### src/rtl/mma_timer_pkg.sv
`default_nettype none
// ============================================================================
//  Module      : mma_timer_pkg
//  Description : Shared definitions for the countdown timer: FSM state
//                encoding and the prescaler counter width helper.
//  Revision    : 1.0  initial release
// ============================================================================
package mma_timer_pkg;

   typedef enum logic [1:0] {
      IDLE    = 2'd0,
      RUNNING = 2'd1,
      DONE    = 2'd2
   } timer_state_t;

   // One extra bit beyond $clog2 keeps the width >= 1 when the prescaler is 1.
   function automatic int pcnt_width(input int prescaler);
      return $clog2(prescaler) + 1;
   endfunction

endpackage
`default_nettype wire

### src/rtl/timer_prescaler.sv
`default_nettype none
// ============================================================================
//  Module      : timer_prescaler
//  Description : Counts enabled cycles and emits a tick on every PRESCALER-th
//                enabled cycle, wrapping its counter to zero on that cycle.
//  Revision    : 1.0  initial release
//  Ports       : clk     - module clock
//                reset_n - asynchronous active-low reset
//                clear   - synchronous counter clear (wins over en)
//                en      - advance the counter this cycle
//                tick    - high on the enabled cycle where the counter wraps
// ============================================================================
module timer_prescaler
   import mma_timer_pkg::*;
#(
   parameter int PRESCALER = 1
) (
   input  logic clk,
   input  logic reset_n,
   input  logic clear,
   input  logic en,
   output logic tick
);

   localparam int                   PCNT_WIDTH  = pcnt_width(PRESCALER);
   localparam logic [PCNT_WIDTH-1:0] c_pcnt_last = PCNT_WIDTH'(PRESCALER - 1);

   logic [PCNT_WIDTH-1:0] r_pcnt;

   assign tick = en && !clear && (r_pcnt == c_pcnt_last);

   always_ff @(posedge clk or negedge reset_n) begin
      if (!reset_n) begin
         r_pcnt <= '0;
      end else if (clear) begin
         r_pcnt <= '0;
      end else if (en) begin
         if (r_pcnt == c_pcnt_last) begin
            r_pcnt <= '0;
         end else begin
            r_pcnt <= r_pcnt + 1'b1;
         end
      end
   end

endmodule
`default_nettype wire

### src/rtl/countdown_timer.sv
`default_nettype none
// ============================================================================
//  Module      : countdown_timer
//  Description : Loadable countdown timer with prescaler, one-shot or
//                periodic auto-reload, pause (en) and abort.
//  Revision    : 1.0  initial release
//  Ports       : clk, reset_n            - clock, async active-low reset
//                load_valid/load_value   - load request and count value
//                load_ready              - load accepted when high (not RUNNING)
//                periodic                - auto-reload, captured with the load
//                start                   - begin countdown (IDLE only)
//                en                      - count enable while RUNNING
//                abort                   - clear count, return to IDLE
//                count                   - remaining count
//                busy                    - high while RUNNING
//                expired                 - one-cycle pulse after terminal tick
// ============================================================================
module countdown_timer
   import mma_timer_pkg::*;
#(
   parameter int PRESCALER   = 1,
   parameter int COUNT_WIDTH = 32
) (
   input  logic                   clk,
   input  logic                   reset_n,
   input  logic                   load_valid,
   input  logic [COUNT_WIDTH-1:0] load_value,
   output logic                   load_ready,
   input  logic                   periodic,
   input  logic                   start,
   input  logic                   en,
   input  logic                   abort,
   output logic [COUNT_WIDTH-1:0] count,
   output logic                   busy,
   output logic                   expired
);

   localparam logic [COUNT_WIDTH-1:0] c_count_one = COUNT_WIDTH'(1);

   timer_state_t           r_state;
   logic [COUNT_WIDTH-1:0] r_count;
   logic [COUNT_WIDTH-1:0] r_reload;
   logic                   r_periodic;
   logic                   r_expired;

   logic w_load_acc;
   logic w_tick;

   // Ready/busy are pure state decodes, so they follow reset immediately.
   assign load_ready = (r_state != RUNNING);
   assign busy       = (r_state == RUNNING);
   assign count      = r_count;
   assign expired    = r_expired;

   assign w_load_acc = load_valid && load_ready;

   // A load or abort restarts the prescaler phase from zero.
   timer_prescaler #(
      .PRESCALER (PRESCALER)
   ) u_prescaler (
      .clk     (clk),
      .reset_n (reset_n),
      .clear   (abort || w_load_acc),
      .en      ((r_state == RUNNING) && en),
      .tick    (w_tick)
   );

   always_ff @(posedge clk or negedge reset_n) begin
      if (!reset_n) begin
         r_state    <= IDLE;
         r_count    <= '0;
         r_reload   <= '0;
         r_periodic <= 1'b0;
         r_expired  <= 1'b0;
      end else begin
         r_expired <= 1'b0;
         if (abort) begin
            // Abort outranks load, start and a coincident terminal tick.
            r_state <= IDLE;
            r_count <= '0;
         end else begin
            case (r_state)
               IDLE, DONE: begin
                  if (w_load_acc) begin
                     r_count    <= load_value;
                     r_reload   <= load_value;
                     r_periodic <= periodic;
                     r_state    <= (load_value == '0) ? DONE : IDLE;
                  end else if ((r_state == IDLE) && start && (r_count != '0)) begin
                     r_state <= RUNNING;
                  end
               end
               RUNNING: begin
                  if (w_tick) begin
                     // <= 1 rather than == 1 so the count can never wrap.
                     if (r_count <= c_count_one) begin
                        r_expired <= 1'b1;
                        if (r_periodic) begin
                           r_count <= r_reload;
                        end else begin
                           r_count <= '0;
                           r_state <= DONE;
                        end
                     end else begin
                        r_count <= r_count - c_count_one;
                     end
                  end
               end
               default: begin
                  r_state <= IDLE;
               end
            endcase
         end
      end
   end

endmodule
`default_nettype wire

### config.mk
export PLATFORM = sky130hd
export DESIGN_NAME = countdown_timer
export DESIGN_NICKNAME = d
export VERILOG_FILES = /design/src/rtl/mma_timer_pkg.sv /design/src/rtl/timer_prescaler.sv /design/src/rtl/countdown_timer.sv
export SDC_FILE = /design/constraint.sdc
export NUM_CORES = 1
export LEC_CHECK = 0
export ABC_CLOCK_PERIOD_IN_PS = 3800
export CAP_MARGIN = 20
export CELL_PAD_IN_SITES_DETAIL_PLACEMENT = 2
export CELL_PAD_IN_SITES_GLOBAL_PLACEMENT = 2
export CORE_ASPECT_RATIO = 1.4
export CORE_UTILIZATION = 35
export DETAILED_ROUTE_END_ITERATION = 8
export PLACE_DENSITY_LB_ADDON = 0.1
export SLEW_MARGIN = 20
export SYNTH_ARGS = -nofsm -noshare
export SYNTH_HDL_FRONTEND = slang
export SYNTH_SLANG_ARGS = --single-unit
export TNS_END_PERCENT = 30
### constraint.sdc
create_clock -name clk -period 3.8 [get_ports clk]
set_clock_uncertainty 0.15 [all_clocks]
set_input_delay 0.38 -clock clk [delete_from_list [all_inputs] [get_ports clk]]
set_output_delay 0.38 -clock clk [all_outputs]
set_load 0.01 [all_outputs]
---- Yosys cells after proc, flatten, opt, wreduce, memory -nomap -nowiden ----
Index checks and enable logic that the tools add are counted.
cells by class
  eq/ne operators ......................... 8
  magnitude comparators ................... 1
  shifts and indexed selects .............. 0
  divide/modulo/power cells ............... 0
  reductions and logical operators ........ 17
  bitwise gates (word level) .............. 2
  multiply operators ...................... 0
  add/sub/neg operators ................... 2
  mux-type cells .......................... 21
operator list
  kind                     number
  $mux W32                 5
  $pmux W32 S2             1
  $le A32 B1 Y1 const B    1
  $logic_not A32 Y1        1
  $reduce_bool A32 Y1      1
  $sub A32 B1 Y32 const B  1
  $mux W2                  7
  $mux W1                  7
  $logic_and A1 B1 Y1      6
  $ne A3 B2 Y1 const B     2
  $ne A3 B3 Y1 const B     2
  $reduce_and A3 Y1        2
  $ne A4 B4 Y1 const B     1
  $pmux W2 S2              1
  $reduce_and A4 Y1        1
  $reduce_bool A3 Y1       1
  $eq A2 B1 Y1 const B     1
  $eq A2 B2 Y1 const B     1
  $logic_not A2 Y1         1
  $ne A2 B1 Y1 const B     1
  $not A1 Y1               2
  $reduce_bool A2 Y1       1
  $reduce_or A2 Y1         1
  $add A1 B1 Y1 const B    1
  other kinds (2)          2
storage, ports and cells
  bits in writable memories ............... 0
  output and inout bits ................... 35
  memories ................................ 0
  bits in registers ....................... 69
  input bits .............................. 39
  word-level logic and storage cells ...... 57
  memory bits (read-only) ................. 0
  bits in latches ......................... 0

---- Longest topological paths before layout ----
  word-level depth ........................ 9
  depth in mapped cells ................... 10

---- Cells and area by module ----
A second synthesis with hierarchy kept.
second synthesis, totals
  cell total of the unflattened synthesis .. 475
  area total of the unflattened synthesis .. 3970.1 µm²
by module, submodules not included
  module           cells each  instances  area each (µm²)
  countdown_timer  474         1          3956.3
  timer_prescaler  1           1          13.8

---- Worst setup path before layout ----
OpenSTA, ideal clock, no wires.
  path type ............................... reg-to-reg
  start point ............................. register r_count[16], in the netlist count[16]
  end point ............................... register r_count[20], in the netlist count[20]
  slack ................................... 1502 ps
  clock period less this slack ............ 2298 ps
  required time ........................... 3523 ps
  buffers on the path ..................... 2
  cell stages (with the launch flop) ...... 9
  arrival time ............................ 2021 ps
  cells stage by stage .................... dfrtp_1 -> buf_2 -> nor4_4 -> nand4_1 -> nor4_4 -> buf_4 -> nor3_1 -> a311oi_1 -> o21ai_1
between the ends
  longest elaborated chain between the ends .. 5
  elaborated cells on any way between the ends .. 6
ends and longest elaborated chain
  item                                                     line                                           text
  start: declaration                                       countdown_timer.sv:41                          logic [COUNT_WIDTH-1:0] r_count;
  start signal: assignment                                 countdown_timer.sv:85                          r_count <= load_value;
  start signal: assignment                                 countdown_timer.sv:99                          r_count <= r_reload;
  start signal: assignment                                 countdown_timer.sv:105                         r_count <= r_count - c_count_one;
  $sub A32 B1 Y32 / $le A32 B1 Y1 (equally long branches)  countdown_timer.sv:105, countdown_timer.sv:96
  $mux W32 (*)                                             countdown_timer.sv:96                          if (r_count <= c_count_one) begin
  $mux W32 (*)                                             countdown_timer.sv:94                          if (w_tick) begin
  $pmux W32 S2 (*)                                         countdown_timer.sv:82                          case (r_state)
  $mux W32 (*)                                             countdown_timer.sv:77                          if (abort) begin
Every way passes the cells marked *; elsewhere a longest branch is shown, timed or not. The select of a mux whose other input is x is not followed.
A chain may end at the register's enable or synchronous reset.

---- Worst setup path in the final report ----
  start point ............................. register r_count[26], in the netlist count[26]
  end point ............................... register r_count[12], in the netlist count[12]
between the ends
  longest elaborated chain between the ends .. 5
ends and longest elaborated chain
  item           line
  $le A32 B1 Y1  countdown_timer.sv:96
  $mux W32       countdown_timer.sv:96
  $mux W32       countdown_timer.sv:94
  $pmux W32 S2   countdown_timer.sv:82
  $mux W32       countdown_timer.sv:77
No other way between the ends. The select of a mux whose other input is x is not followed.

==> run_summary.xml <==
<?xml version="1.0" encoding="UTF-8"?>
<metrics>
  <group name="outcome">
    <metric name="status" unit="">completed</metric>
  </group>
  <group name="clock_network">
    <metric name="cts_inserted_buffers" unit="">9</metric>
    <metric name="htree_depth" unit="">3</metric>
    <metric name="clk-insertion-delay-late" unit="ps">330</metric>
    <metric name="maximum_buffer_depth_of_the_clock_tree" unit="">2</metric>
    <metric name="clk_transition_reported_paths" unit="ps">60</metric>
    <metric name="cts_tree" unit="">yes</metric>
    <metric name="clock-sinks" unit="">68</metric>
    <metric name="cts.root.buffer_cell" unit="">clkbuf_16</metric>
  </group>
  <group name="final_layout">
    <metric name="share_of_cells_above_drive_strength_1" unit="%">14.50</metric>
    <metric name="final_core_utilization" unit="%">46.83</metric>
    <metric name="layout_commonest_cell" unit="">clkdlybuf4s50_1</metric>
    <metric name="fin_nets" unit="">506</metric>
    <metric name="num_antenna_cells" unit="">0</metric>
    <metric name="area_delta_synth_final" unit="%">29.98</metric>
    <metric name="layout.cells.most_common_list" unit="">clkdlybuf4s50_1, dfrtp_1, mux2_2, o21ai_0, nor2_1</metric>
  </group>
  <group name="critical_path">
    <metric name="end_kind" unit="">flip-flop</metric>
    <metric name="worst-endpoint-arrival" unit="ps">3060</metric>
    <metric name="startpoint_type" unit="">flip-flop</metric>
    <metric name="reg2regPathDepth" unit="">7</metric>
    <metric name="worstSetupPathType" unit="">reg2reg</metric>
    <metric name="crit_fanout" unit="">21</metric>
    <metric name="cp_slowest_stage_delay" unit="ps">750</metric>
    <metric name="required" unit="ps">3860</metric>
    <metric name="worst_path_max_delay_cell" unit="">nor4_4</metric>
    <metric name="crit_chain" unit="">nor4_1 -&gt; nand4_1 -&gt; nor4_4 -&gt; buf_4 -&gt; nor2_1 -&gt; a31oi_1 -&gt; o21ai_0</metric>
  </group>
  <group name="synthesis">
    <metric name="synth_edf_count" unit="">0</metric>
    <metric name="asyncSetResetFlopFracSynth" unit="%">100.0</metric>
    <metric name="synth_area_leaders" unit="">dfrtp_1, mux2_2, a22oi_1</metric>
    <metric name="synth_seq_area_share" unit="%">43.46</metric>
    <metric name="synthesis.instances" unit="">398</metric>
    <metric name="syn_avg_cell_area" unit="sq um">9.837</metric>
    <metric name="synth_top_area_share" unit="%">43.46</metric>
    <metric name="synth_nets" unit="">439</metric>
    <metric name="synthDistinctLibCells" unit="">51</metric>
    <metric name="synth_seq_cells" unit="">68</metric>
    <metric name="synthDominantAreaCellType" unit="">dfrtp_1</metric>
    <metric name="synth.yosys.warnings" unit="">0</metric>
    <metric name="ys_dominant_reg_cell" unit="">dfrtp_1</metric>
    <metric name="netlist_area" unit="sq um">3915</metric>
  </group>
  <group name="global_route">
    <metric name="first_pass_grt_wire_length" unit="mm">23.03</metric>
    <metric name="number_of_antenna_violations_at_the_first_check_in_global_routing" unit="">0</metric>
    <metric name="first_global_vias" unit="">4164</metric>
    <metric name="pin_count_of_the_biggest_net_entering_global_routing" unit="">40</metric>
    <metric name="global_route.overflow_total" unit="">0</metric>
    <metric name="globalRouteTotalUtil" unit="%">25.79</metric>
  </group>
  <group name="timing">
    <metric name="hold_slack" unit="ps">333.4</metric>
    <metric name="setup_viol" unit="">0</metric>
    <metric name="period_minus_slack" unit="ps">3005</metric>
    <metric name="final_max_slew_viol_count" unit="">0</metric>
    <metric name="worstMarginPinSlew" unit="ps">935.6</metric>
    <metric name="post-route-period-util" unit="%">79.08</metric>
    <metric name="timing.max_slew.rel_slack" unit="%">37.48</metric>
    <metric name="rsz_0062_raised_after_global_routing" unit="">no</metric>
    <metric name="finalSetupTns" unit="ps">0</metric>
    <metric name="fmax" unit="MHz">332.8</metric>
    <metric name="report.final.hold_viol_count" unit="">0</metric>
  </group>
  <group name="floorplanning">
    <metric name="count_of_pins_on_the_block_boundary" unit="">74</metric>
    <metric name="die_x" unit="um">91.39</metric>
    <metric name="dieArea" unit="sq um">11620</metric>
    <metric name="total_core_area" unit="sq um">10870</metric>
    <metric name="initial_core_util" unit="%">36.03</metric>
    <metric name="placementRows" unit="">45</metric>
    <metric name="die_height" unit="um">127.1</metric>
  </group>
  <group name="drt">
    <metric name="drt-pass1-iter-count" unit="">4</metric>
    <metric name="post_drt_via_cell_ratio" unit="">6.031</metric>
    <metric name="detail_route.wirelength" unit="mm">14.09</metric>
    <metric name="vias" unit="">3679</metric>
    <metric name="wl_per_cell" unit="um">23.10</metric>
    <metric name="detail_route.iter0.violations" unit="">146</metric>
    <metric name="detail_route.drc_violations" unit="">0</metric>
    <metric name="final_antenna_net_count" unit="">0</metric>
  </group>
  <group name="job">
    <metric name="cap_viol_max_count" unit="">0</metric>
  </group>
  <group name="power_and_ir_drop">
    <metric name="p_int" unit="uW">1628</metric>
    <metric name="power.share.clock" unit="%">35.0</metric>
    <metric name="comb_power_share" unit="%">25.2</metric>
    <metric name="sequentialPowerShare" unit="%">39.8</metric>
    <metric name="pwr_density_cell" unit="nW/um^2">465.1</metric>
    <metric name="static-leakage-power" unit="uW">0.002008</metric>
    <metric name="p_sw_share" unit="%">31.21</metric>
    <metric name="netSwitchingPower" unit="uW">738.6</metric>
    <metric name="vdd_drop_max" unit="V">0.0002637</metric>
  </group>
  <group name="place">
    <metric name="post-dp-hpwl" unit="mm">9.922</metric>
    <metric name="gp_congestion" unit="">0.7958</metric>
    <metric name="io_buffer_count" unit="">73</metric>
  </group>
  <group name="min_path">
    <metric name="holdCritPathClass" unit="">reg2reg</metric>
    <metric name="hold_depth" unit="">1</metric>
  </group>
</metrics>
[worst paths after layout]
| check | slack (ps) | end | from |
|---|---|---|---|
| setup / recovery | 790 | count[12]$_DFFE_PN0P_ | count[26]$_DFFE_PN0P_ |
| hold / removal | 330 | r_reload[22]$_DFFE_PN0P_ | r_reload[22]$_DFFE_PN0P_ |
| setup reg to reg | 790 | count[12]$_DFFE_PN0P_ | count[26]$_DFFE_PN0P_ |
| hold reg to reg | 330 | r_reload[22]$_DFFE_PN0P_ | r_reload[22]$_DFFE_PN0P_ |
| max in group asynchronous | 2660 | count[4]$_DFFE_PN0P_ | reset_n |
| min in group asynchronous | 480 | count[29]$_DFFE_PN0P_ | reset_n |
[sequential cells by signal, summed over array words and instances (netlist names)]
register and flops:
count 32, expired 1, r_periodic 1, r_reload 32, r_state 2
[worst max-delay path: cells and delay by family (launching register included)]
family	cells	cell delay (ps)
and+or+nand+nor	4	1570
AOI/OAI and AO/OA	2	260
DFF	1	470
buffers and inverters	1	400
[power by group through the flow]
| stage | sequential (uW) | combinational [uW] | clock (uW) |
|---|---|---|---|
| after floorplan | 917 | 352 | 0 |
| after global placement | 945 | 577 | 0 |
| after detailed placement | 953 | 596 | 0 |
| after CTS | 942 | 603 | 847 |
| after global routing | 957 | 654 | 876 |
| final | 942 | 596 | 829 |
[kinds of logic after synthesis]
family                     count (synthesis)  synth area share, %
AOI/OAI and AO/OA                        108                17.93
xor gates and xnor gates                  22                4.922
adders and majority gates                  2               0.6391
buffers and inverters                     36                4.186
DFF                                       68                43.46
muxes                                     33                9.460
and+or+nand+nor                          129                19.40
[through the flow]
stage | instance area [sq um] | worst slack [ps] | power [uW] | instances
finish | 5089 | 795.0 | 2367 | 610
detailed placement | 4793 | 759.7 | 1549 | 594
global route | 5089 | 595.0 | 2487 | 610
global placement | 4793 | 926.0 | 1523 | 594
floorplan | 3915 | 1502 | 1269 | 398
CTS | 5089 | 779.6 | 2393 | 610
[Yosys cell counts (8+ instances only)]
library cell  number
nand3_1            9
nand4_1           12
nor4_1            16
nand2_1           14
nor3_1            12
mux2_2            32
clkbuf_1          20
nor2_1            30
a22oi_1           23
dfrtp_1           68
xor2_1            14
xnor2_1            8
a31oi_1           15
a21oi_1           14
o21ai_0           29
[area by class of cell]
type,instances,area [sq um]
clock buffers,13,250.2
well taps,141,176.4
flip-flops and latches,68,1702
repair buffers,86,838.3
multi-input cells,294,2064
inverters,6,22.52
clock inverters,2,35.03
fillers,1140,5778
[timing repair]
action,4_1_cts,5_1_grt
hold buffers,1,0
endpoints found under the setup margin,0,0
endpoints found under the hold margin,68,0
gates resized for setup,0,0
buffers inserted,0,0
[per-layer routing]
metal | share of wire (%) | GRT usage, %
met5 | 0 | 0
met1 | 42 | 31.25
met3 | 2.7 | 3.690
met2 | 53 | 45.78
met4 | 2.7 | 10.27
(Power assumes the default switching activity.)
